### config.mk
export PLATFORM = sky130hd
export DESIGN_NAME = fwd_hazard_unit
export DESIGN_NICKNAME = d
export VERILOG_FILES = /design/src/rtl/fwd_hazard_unit_pkg.sv /design/src/rtl/fwd_hazard_unit_select.sv /design/src/rtl/fwd_hazard_unit.sv
export SDC_FILE = /design/constraint.sdc
export NUM_CORES = 1
export LEC_CHECK = 0
export BUFFER_PORTS_ARGS = -buffer_cell sky130_fd_sc_hd__clkbuf_2
export CAP_MARGIN = 5
export CORE_UTILIZATION = 45
export CTS_BUF_LIST = sky130_fd_sc_hd__clkbuf_4 sky130_fd_sc_hd__clkbuf_8 sky130_fd_sc_hd__clkbuf_16
export DETAILED_ROUTE_END_ITERATION = 7
export GPL_TIMING_DRIVEN = 0
export PLACE_DENSITY_LB_ADDON = 0.05
export SLEW_MARGIN = 20
export SYNTH_ARGS = -nofsm -noshare
export SYNTH_HDL_FRONTEND = slang
export SYNTH_SLANG_ARGS = --single-unit
### constraint.sdc
create_clock -name i_clk -period 2.1 [get_ports i_clk]
set_input_delay 0.21 -clock i_clk [delete_from_list [all_inputs] [get_ports i_clk]]
set_output_delay 0.21 -clock i_clk [all_outputs]
set_load 0.02 [all_outputs]
### src/rtl/fwd_hazard_unit_pkg.sv
// Shared constants for the forwarding/hazard unit and the EX-stage operand
// mux decode: default widths, select encodings and FSM state codes.
package fwd_hazard_unit_pkg;

    localparam int NB_REG       = 5;
    localparam int N_FWD_STAGES = 2;
    localparam int NB_MUX_FW    = $clog2(N_FWD_STAGES + 1);

    // Operand mux select encodings: 0 keeps the ID/EX value, s+1 picks stage s.
    localparam int FROM_ID_EX  = 0;
    localparam int FROM_EX_MEM = 1;
    localparam int FROM_MEM_WB = 2;

    // Load-use stall FSM state codes.
    localparam logic [0:0] ST_IDLE  = 1'b0;
    localparam logic [0:0] ST_STALL = 1'b1;

    // Select value that routes forwarding stage s onto an operand.
    function automatic int stage_sel(input int s);
        return s + 1;
    endfunction

endpackage

### src/rtl/fwd_hazard_unit_select.sv
// Priority match of one EX operand index against all forwarding stages.
// The nearest stage (lowest slice) wins; register 0 is never forwarded.
module fwd_select #(
    parameter int NB_REG       = fwd_hazard_unit_pkg::NB_REG,
    parameter int N_FWD_STAGES = fwd_hazard_unit_pkg::N_FWD_STAGES,
    parameter int NB_MUX_FW    = $clog2(N_FWD_STAGES + 1)
) (
    input  logic [NB_REG-1:0]              i_src,
    input  logic [N_FWD_STAGES*NB_REG-1:0] i_fwd_rd,
    input  logic [N_FWD_STAGES-1:0]        i_fwd_wr_en,
    output logic [NB_MUX_FW-1:0]           o_sel
);
    import fwd_hazard_unit_pkg::*;

    // Scan farthest to nearest so the nearest matching stage overrides.
    always_comb begin
        o_sel = NB_MUX_FW'(FROM_ID_EX);
        for (int s = N_FWD_STAGES - 1; s >= 0; s--) begin
            if (i_fwd_wr_en[s] &&
                (i_fwd_rd[s*NB_REG +: NB_REG] != '0) &&
                (i_fwd_rd[s*NB_REG +: NB_REG] == i_src))
                o_sel = NB_MUX_FW'(stage_sel(s));
        end
    end

endmodule

### src/rtl/fwd_hazard_unit.sv
// Operand forwarding selects plus load-use stall FSM for the MIPS pipeline.
// Stalls are combinational in the detection cycle, then driven by the FSM for
// the remaining LOAD_LAT-1 cycles while ID/EX carries a bubble.
module fwd_hazard_unit #(
    parameter int NB_REG       = fwd_hazard_unit_pkg::NB_REG,
    parameter int N_SRC        = 2,
    parameter int N_FWD_STAGES = fwd_hazard_unit_pkg::N_FWD_STAGES,
    parameter int LOAD_LAT     = 1,
    parameter int NB_MUX_FW    = $clog2(N_FWD_STAGES + 1),
    parameter int NB_CNT       = 32
) (
    input  logic                          i_clk,
    input  logic                          i_rst,
    input  logic [N_SRC*NB_REG-1:0]       i_id_ex_src,
    input  logic [N_FWD_STAGES*NB_REG-1:0] i_fwd_rd,
    input  logic [N_FWD_STAGES-1:0]       i_fwd_wr_en,
    input  logic [N_SRC*NB_REG-1:0]       i_id_src,
    input  logic                          i_id_valid,
    input  logic [NB_REG-1:0]             i_id_ex_rd,
    input  logic                          i_id_ex_mem_rd,
    input  logic                          i_flush,
    output logic [N_SRC*NB_MUX_FW-1:0]    o_mux_sel,
    output logic                          o_stall_pc,
    output logic                          o_stall_if_id,
    output logic                          o_bubble_id_ex,
    output logic [NB_CNT-1:0]             o_stall_cnt
);
    import fwd_hazard_unit_pkg::*;

    // A one-cycle stall needs no counter state; keep one bit so the
    // declaration stays legal.
    localparam int CNT_W = (LOAD_LAT > 1) ? $clog2(LOAD_LAT) : 1;

    logic [N_SRC*NB_MUX_FW-1:0] sel_raw;
    logic [0:0]                 state, state_nxt;
    logic [CNT_W-1:0]           cnt, cnt_nxt;
    logic                       src_hit, hazard, stall_now;

    genvar k;
    generate
        for (k = 0; k < N_SRC; k++) begin : g_sel
            fwd_select #(
                .NB_REG      (NB_REG),
                .N_FWD_STAGES(N_FWD_STAGES),
                .NB_MUX_FW   (NB_MUX_FW)
            ) u_fwd_select (
                .i_src      (i_id_ex_src[k*NB_REG +: NB_REG]),
                .i_fwd_rd   (i_fwd_rd),
                .i_fwd_wr_en(i_fwd_wr_en),
                .o_sel      (sel_raw[k*NB_MUX_FW +: NB_MUX_FW])
            );
        end
    endgenerate

    // Selects are forced to the ID/EX value while reset is held.
    assign o_mux_sel = i_rst ? sel_raw : '0;

    // Load-use detection: a valid ID instruction reads the pending load target.
    always_comb begin
        src_hit = 1'b0;
        for (int i = 0; i < N_SRC; i++) begin
            if (i_id_src[i*NB_REG +: NB_REG] == i_id_ex_rd)
                src_hit = 1'b1;
        end
        hazard = i_id_valid && i_id_ex_mem_rd && (i_id_ex_rd != '0) && src_hit;
    end

    // Stall request: flush and reset both override; in STALL, H is ignored.
    always_comb begin
        stall_now = 1'b0;
        if (i_rst && !i_flush) begin
            if (state == ST_STALL)
                stall_now = 1'b1;
            else
                stall_now = hazard;
        end
    end

    assign o_stall_pc     = stall_now;
    assign o_stall_if_id  = stall_now;
    assign o_bubble_id_ex = stall_now;

    // Next-state logic for the stall sequencer and its down-counter.
    always_comb begin
        state_nxt = state;
        cnt_nxt   = cnt;
        if (i_flush) begin
            state_nxt = ST_IDLE;
            cnt_nxt   = '0;
        end else begin
            case (state)
                ST_IDLE: begin
                    if (hazard && (LOAD_LAT > 1)) begin
                        state_nxt = ST_STALL;
                        cnt_nxt   = CNT_W'(LOAD_LAT - 1);
                    end
                end
                ST_STALL: begin
                    cnt_nxt = cnt - CNT_W'(1);
                    if (cnt == CNT_W'(1))
                        state_nxt = ST_IDLE;
                end
                default: begin
                    state_nxt = ST_IDLE;
                    cnt_nxt   = '0;
                end
            endcase
        end
    end

    // FSM state register with synchronous active-low reset.
    always_ff @(posedge i_clk) begin
        if (!i_rst) begin
            state <= ST_IDLE;
            cnt   <= '0;
        end else begin
            state <= state_nxt;
            cnt   <= cnt_nxt;
        end
    end

    // Saturating count of stall cycles for performance monitoring.
    always_ff @(posedge i_clk) begin
        if (!i_rst)
            o_stall_cnt <= '0;
        else if (stall_now && (o_stall_cnt != '1))
            o_stall_cnt <= o_stall_cnt + NB_CNT'(1);
    end

endmodule

=== Yosys cells after proc, flatten, opt, wreduce, memory -nomap -nowiden ===
Index checks and enable logic that the tools add are counted.
Widths: inputs -> output; s select.

* Output and inout port bits: 39
* Register bits after elaboration: 34

* Bitwise logic cells: 2
* Eq/ne operators: 7
* Add/subtract/negate cells: 2
* Reductions and logical operators: 17
* Multiplexer cells: 10

{| class="wikitable"
|+ Operator list
! cell !! number
|-
| $add 32x1->32 const B || 1
|-
| $ne 32x32->1 const B || 1
|-
| $eq 5x5->1 || 6
|-
| $reduce_bool 5->1 || 3
|-
| $logic_and 1x1->1 || 11
|-
| $mux 2 || 4
|-
| $mux 1 || 5
|-
| $mux 4 || 1
|-
| $reduce_or 3->1 || 1
|-
| $not 1->1 || 2
|-
| $reduce_or 2->1 || 1
|-
| $logic_not 1->1 || 1
|-
| $sub 1x1->1 const B || 1
|}

=== Longest topological paths before layout ===
Gate-level depths: netlist (run 1).

* Word-level depth: 7
* Gate-level depth with buffers: 10
* Mapped depth without buffers: 7

=== Cells and area by module ===
Synthesis (run 1) repeated with hierarchy kept, for this count alone.

* Cells, all modules: 270
* Area, all modules: 2230.9 um^2

{| class="wikitable"
|+ By module, submodules not included
! module !! instances !! area an instance (um^2) !! sequential area each (um^2) !! cells each
|-
| fwd_hazard_unit || 1 || 1928.1 || 680.7 || 230
|-
| fwd_select || 2 || 151.4 || 0.0 || 20
|}

=== Least setup slack after synthesis (run 1) ===
No wires, ideal clock.

* Path type: register to register
* Start point: reg o_stall_cnt[3]
* End point: reg o_stall_cnt[30]
* Period minus slack after synthesis: 2447 ps
* Path buffers: 0
* Cell stages (with the launch flop): 7
* Slack: -347 ps
* Required time: 1978 ps
* Arrival: 2326 ps
* Setup time: 122 ps
* Cells stage by stage: dfxtp_1 -> and4_4 -> nand3_4 -> or3_4 -> or4_4 -> or3_1 -> o311a_1

* Word-level cells in the longest chain between the ends: 2
* Elaborated cells between the ends (all ways): 3

{| class="wikitable"
|+ Ends and longest elaborated chain
! element !! line !! text
|-
| from (decl) || fwd_hazard_unit.sv:26 || <nowiki>output logic [NB_CNT-1:0] o_stall_cnt</nowiki>
|-
| from (signal assigned) || fwd_hazard_unit.sv:127 || <nowiki>o_stall_cnt <= o_stall_cnt + NB_CNT'(1);</nowiki>
|-
| branches (longest 2 deep; another with $add 32x1->32) || n/a ||
|}

Several ways; the timed one is not identified.
A chain may end at the register's enable or synchronous reset.

=== Final worst setup path (run 1) ===
* Start point: reg o_stall_cnt[14]
* End point: reg o_stall_cnt[25]

The elaborated chain is that of the path after synthesis.

==> metrics.yaml, run 1 <==
dieWidth_um: 71.6
grtUsageTotal_pct: 25.8
htreeDepth: 2
cts_buffers: 5
clockBufferDepth: 2
timing.final.crit_share_pct: 108
worst_slew_pin_slew_ns: 0.689
die_h_um: 71.6
routabilityCongestion: 0.846
dp_hpwl_mm: 4.34
hold_class: "in2reg"
critPathLaunchType: "flop"
clk-insertion-delay-late_ns: 0.30
setup_viol: 20
dr.first_iter.drc_count: 171
status: "finished with violations"
port_buffers: 80
grt_max_degree: 12
yosysWarnings: 0
grt_pass1_vias: 2347
drt_first_pass_iters: 4
num_rows: 24
ys_seq_area_share_pct: 31.2
maxCapViolCount: 0
synthDistinctLibCells: 43
setup_tns_ns: -1.43
critical_path_class: "reg2reg"
place_ws_ns: -0.307
root_buffer: "clkbuf_8"
rsz0062_at_grt: "yes"
hold_violations: 0
power_mw: 1.38
cp.arrival_ns: 2.49
p_leak_nw: 1.49
clkTransAtPathRegs_ns: 0.08
fillers: 297
ys_ff_latch: 34
async_flop_share_pct: 0
routed_wl_mm: 7.56
critPathCaptureType: "flop"
fp.coreArea_um2: 4500
die_area_um2: 5130
via_per_inst: 5.96
ys.flop_type: "dfxtp_1"
fin_util_pct: 80.8
required_ns: 2.32
num_vias: 2676
synth_nets: 303
slew_violations: 0
drive_above_1_share_pct: 55.4
drc_errors: 0
powerDensity_nw_per_um2: 380
maxSlewHeadroom_pct: 54.1
violations: "setup timing"
post-route-min-period_ns: 2.27
initial_core_util_pct: 48.4
fmax_mhz: 441
ant_nets: 0
area_delta_synth_final_pct: 67.0
ios: 81
synth_edf_count: 0
grt-ovfl-total: 0
netlist_instances: 260
tritoncts: "built"
syn_avg_cell_area_um2: 8.38
netlist_area_um2: 2180
grt_pass1_wl_mm: 10.5
layout_setup_ws_ns: -0.168
final_nets: 439
layout_commonest_cell: "clkbuf_2"
antenna_found_initial: 0
crit_fanout: 4
irDropWorstVdd_v: 0.000292
fin_skew_ns: 0.0156
final_cell_mix: "clkbuf_2, buf_4, xnor2_1, nand2_1, dfxtp_4"
cts_sinks: 34
num_antenna_cells: 0
wire_per_inst_um: 16.8
registers in the layout, indices dropped and copies added (netlist names):
name / flops
cnt: 1
o_stall_cnt: 32
state: 1
logic make-up (layout without fill, tap and decap cells):
kind of cell	after synthesis	after routing	synth area share (%)
buffers and inverters	22	159	5.05
xor gates and xnor gates	34	34	13.7
AOI/OAI and AO/OA	55	55	16.6
DFF	34	34	31.2
muxes	6	6	2.76
and+or+nand+nor	108	108	30.1
adders and majority gates	1	1	0.574
worst max-delay path, cell delays in order (launching register included):
cell	delay (ns)
dfxtp_2	0.39
and2_2	0.22
nand2_4	0.06
or3_4	0.40
buf_6	0.14
or4_4	0.48
or3_1	0.36
a21oi_1	0.15
power by group:
group	switching, mW	internal (mW)
Clock	0.252	0.352
Combinational	0.0823	0.0753
Sequential	0.000271	0.622
through the flow:
| step | instances | hold WS [ns] | cell area, µm² |
|---|---|---|---|
| 2_1_floorplan | 260 | 0.282 | 2300 |
| 3_3_place_gp | 392 | 0.428 | 2770 |
| 6_report | 449 | 0.148 | 3640 |
| 5_1_grt | 449 | 0.155 | 3640 |
| 3_5_place_dp | 392 | 0.431 | 2770 |
| 4_1_cts | 428 | 0.133 | 3180 |
path summary, 6_finish.rpt:
check                           cells after the start  slack, ns               to             from
worst max register to register                      7      -0.17  o_stall_cnt[25]  o_stall_cnt[14]
worst max-delay path                                7      -0.17  o_stall_cnt[25]  o_stall_cnt[14]
worst min-delay path                                2       0.15            state          i_flush
worst min register to register                      1       0.44            state              cnt
layer usage:
layer	up-vias	GRT usage (%)	share of wire, %
li1	1267	-	-
met1	1263	31.2	41
met2	127	45.0	51
met3	19	5.34	5.9
met4	0	10.0	2.2
met5	-	0	0
area by class of cell:
type	instances	area [µm²]	share of cell area [%]
multi-input cells	204	1690	46.3
plain buffers	13	138	3.78
well taps	52	65.1	1.79
inverters	7	26.3	0.722
flip-flops and latches	34	749	20.6
clock buffers	8	115	3.16
repair buffers	131	862	23.7
cells in the mapped netlist, types with 2 or more instances:
master    count  share of area [%]
o41ai_1       2               0.80
or4_1        17                5.9
and4_2        2               0.92
xor2_1       15                6.0
mux2i_1       6                2.8
o311ai_0      2               0.80
buf_2         5                1.1
xnor2_1      19                7.6
nor4_1       12                3.4
o31ai_1      15                5.2
or3_1        10                2.9
inv_1         7                1.2
nand3_1      15                3.4
o211ai_1      4                1.4
dfxtp_1      34                 31
clkbuf_1      6                1.0
buf_4         2               0.69
a21oi_1      17                3.9
and4_1        2               0.80
nand2_1      20                3.4
nor3_1        2               0.46
o21ai_0       8                1.8
o311a_1       2               0.92
nand2b_1      2               0.57
and2_1        4                1.1
nand4_1       6                1.7
nor2_1        8                1.4
repair_timing:
| action | CTS | global route |
|---|---|---|
| setup buffers | 27 | 20 |
| endpoints found under the hold margin | 0 | 0 |
| endpoints found under the setup margin | 30 | 32 |
| resized for setup | 22 | 61 |
| cloned | 1 | 3 |
| pin swaps | 17 | 18 |
| hold buffers | 0 | 0 |
(Power assumes the default switching activity.)
==> run 2: changes to the inputs <==
CELL_PAD_IN_SITES_DETAIL_PLACEMENT = 1   (was not set)
CELL_PAD_IN_SITES_GLOBAL_PLACEMENT = 1   (was not set)
CORE_UTILIZATION = 32   (was 45)
==> run 2 against run 1 <==
The run ends with DRC, setup timing left. Combinational power up 3%. Final cell count is 3.8% higher. Worst setup slack got worse by 0.039 ns. Register-to-register slack lost 0.04 ns. Critical path depth decreased by 2. Highest routed layer unchanged. Sequential power barely moved. Die area grew 39%. Clock-buffer cell count decreased by 1. Power decreased by 4.0%.
==> metrics.yaml, run 2 (synthesis results as in run 1) <==
critical_path_class: "reg2reg"  # unchanged
grt_busiest_layer: "met2"  # unchanged
drt_first_pass_iters: 6  # was 4
layout_commonest_cell: "clkbuf_2"  # unchanged
cts_buffers: 5  # unchanged
clkTransAtPathRegs_ns: 0.07  # was 0.08 ns
htreeDepth: 2  # unchanged
crit_fanout: 6  # was 4
maxSlewHeadroom_pct: 48.4  # was 54.1%
wire_per_inst_um: 19.0  # was 16.8 µm
drive_above_1_share_pct: 55.0  # was 55.4%
power_mw: 1.33  # was 1.38 mW
die_area_um2: 7150  # was 5130 µm²
path_cells: "nand2_1, or3_4, or4_4, or3_1, o311a_1"  # was and2_2, nand2_4, or3_4, buf_6, or4_4, or3_1, a21oi_1
layout_setup_ws_ns: -0.206  # was -0.168 ns
cp_slowest_cell: "dfxtp_1"  # was or4_4
worst_slew_pin_slew_ns: 0.774  # was 0.689 ns
hold_class: "in2reg"  # unchanged
grt_max_degree: 12  # unchanged
post-route-min-period_ns: 2.31  # was 2.27 ns
grt_pass1_vias: 2617  # was 2347
cp_num_buf_inv: 0  # was 1
fp.coreArea_um2: 6460  # was 4500 µm²
path_delay_family: "simple AND/OR/NAND/NOR gates"  # unchanged
num_vias: 2633  # was 2676
port_buffers: 80  # unchanged
powerDensity_nw_per_um2: 367  # was 380 nW/µm²
hold_violations: 0  # unchanged
grt_use_met2_pct: 40.7  # was 45.0%
via_per_inst: 5.65  # was 5.96
ff2ff_setup_slack_ns: -0.21  # was -0.17 ns
antenna_found_initial: 0  # unchanged
cpPeakStageDelay_ns: 0.52  # was 0.48 ns
clockBufferDepth: 2  # unchanged
fmax_mhz: 434  # was 441 MHz
timing.final.crit_share_pct: 110  # was 108%
cp.arrival_ns: 2.49  # about the same
num_antenna_cells: 0  # unchanged
maxCapViolCount: 0  # unchanged
grt_use_met1_pct: 27.1  # was 31.2%
regMostFlops: "o_stall_cnt"  # unchanged
cts_sinks: 34  # unchanged
final_nets: 431  # was 439
num_rows: 29  # was 24
fin_skew_ns: 0.00753  # was 0.0156 ns
setup_tns_ns: -3.11  # was -1.43 ns
drc_errors: 8  # was 0
grt-ovfl-total: 0  # unchanged
status: "finished with violations"  # unchanged
critPathCaptureType: "flop"  # unchanged
root_buffer: "clkbuf_8"  # unchanged
dp_hpwl_mm: 5.31  # was 4.34 mm
violations: "DRC, setup timing"  # was setup timing
largest_reg_flops: 32  # unchanged
required_ns: 2.28  # was 2.32 ns
die_h_um: 84.5  # was 71.6 µm
routabilityCongestion: 0.774  # was 0.846
area_delta_synth_final_pct: 66.4  # was 67.0%
ios: 81  # unchanged
slew_violations: 0  # unchanged
dieWidth_um: 84.5  # was 71.6 µm
rsz0062_at_grt: "yes"  # unchanged
initial_core_util_pct: 33.7  # was 48.4%
p_leak_nw: 1.45  # was 1.49 nW
grt_pass1_wl_mm: 12.8  # was 10.5 mm
ant_nets: 0  # unchanged
final_cell_mix: "clkbuf_2, buf_4, nand2_1, xnor2_1, dfxtp_4"  # was clkbuf_2, buf_4, xnor2_1, nand2_1, dfxtp_4
gr-usage-met3_pct: 3.83  # was 5.34%
routed_wl_mm: 8.84  # was 7.56 mm
dr.first_iter.drc_count: 88  # was 171
grtUsageTotal_pct: 22.2  # was 25.8%
tritoncts: "built"  # unchanged
clk-insertion-delay-late_ns: 0.30  # about the same
setup_viol: 27  # was 20
critPathLaunchType: "flop"  # unchanged
top_regs: "o_stall_cnt x32, cnt x1, state x1"  # unchanged
irDropWorstVdd_v: 0.000180  # was 0.000292 V
-- run 2: cell count changes in the layout (fill, tap and decap cells not counted), sizes merged --
cell	delta
clkinv	+1
buf	-9
-- run 2: cell type report --
| type | count | area [µm²] |
|---|---|---|
| Buffer | 13 | 160 |
| Clock buffer | 7 | 90.1 |
| Clock inverter | 1 | 5.00 |
| Fill cell | 767 | 2830 |
| Inverter | 7 | 26.3 |
| Multi-Input combinational cell | 204 | 1700 |
| Sequential cell | 34 | 749 |
| Tap cell | 77 | 96.3 |
| Timing Repair Buffer | 123 | 801 |
-- run 2: stage by stage --
| step | utilization (%) | instances | hold slack (ns) | instance area, µm² | setup slack, ns |
|---|---|---|---|---|---|
| finish | 56.1 | 466 | 0.147 | 3630 | -0.206 |
| detailed placement | 43.3 | 417 | 0.438 | 2800 | -0.387 |
| global route | 56.1 | 466 | 0.153 | 3630 | -0.244 |
| global placement | 43.3 | 417 | 0.431 | 2800 | -0.397 |
| CTS | 50.9 | 456 | 0.139 | 3290 | -0.143 |
| floorplan | - | 260 | 0.282 | 2300 | -0.103 |
-- run 2: where the power goes --
part	total (mW)	switching (mW)	internal, mW
combinational	0.162	0.0865	0.0753
sequential	0.622	0.000213	0.622
clock	0.545	0.267	0.278
total	1.33	0.354	0.975
-- run 2: repair_timing --
action / CTS / global route
setup endpoints to repair: 32 / 31
gates resized for setup: 33 / 44
pin swaps: 15 / 23
hold buffers: 0 / 0
hold endpoints to repair: 0 / 0
buffers inserted: 31 / 7
gates cloned: 1 / 4
-- run 2: final timing paths --
check                  start  cells after the start               to
max          o_stall_cnt[15]                      5  o_stall_cnt[30]
min                  i_flush                      2            state
max reg2reg  o_stall_cnt[15]                      5  o_stall_cnt[30]
min reg2reg              cnt                      1            state
-- run 2: routing by layer --
metal  vias up  part of all wire [%]
li1       1245                     -
met1      1303                    43
met2        71                    52
met3        14                   3.2
met4         0                   1.8
met5         -                     0
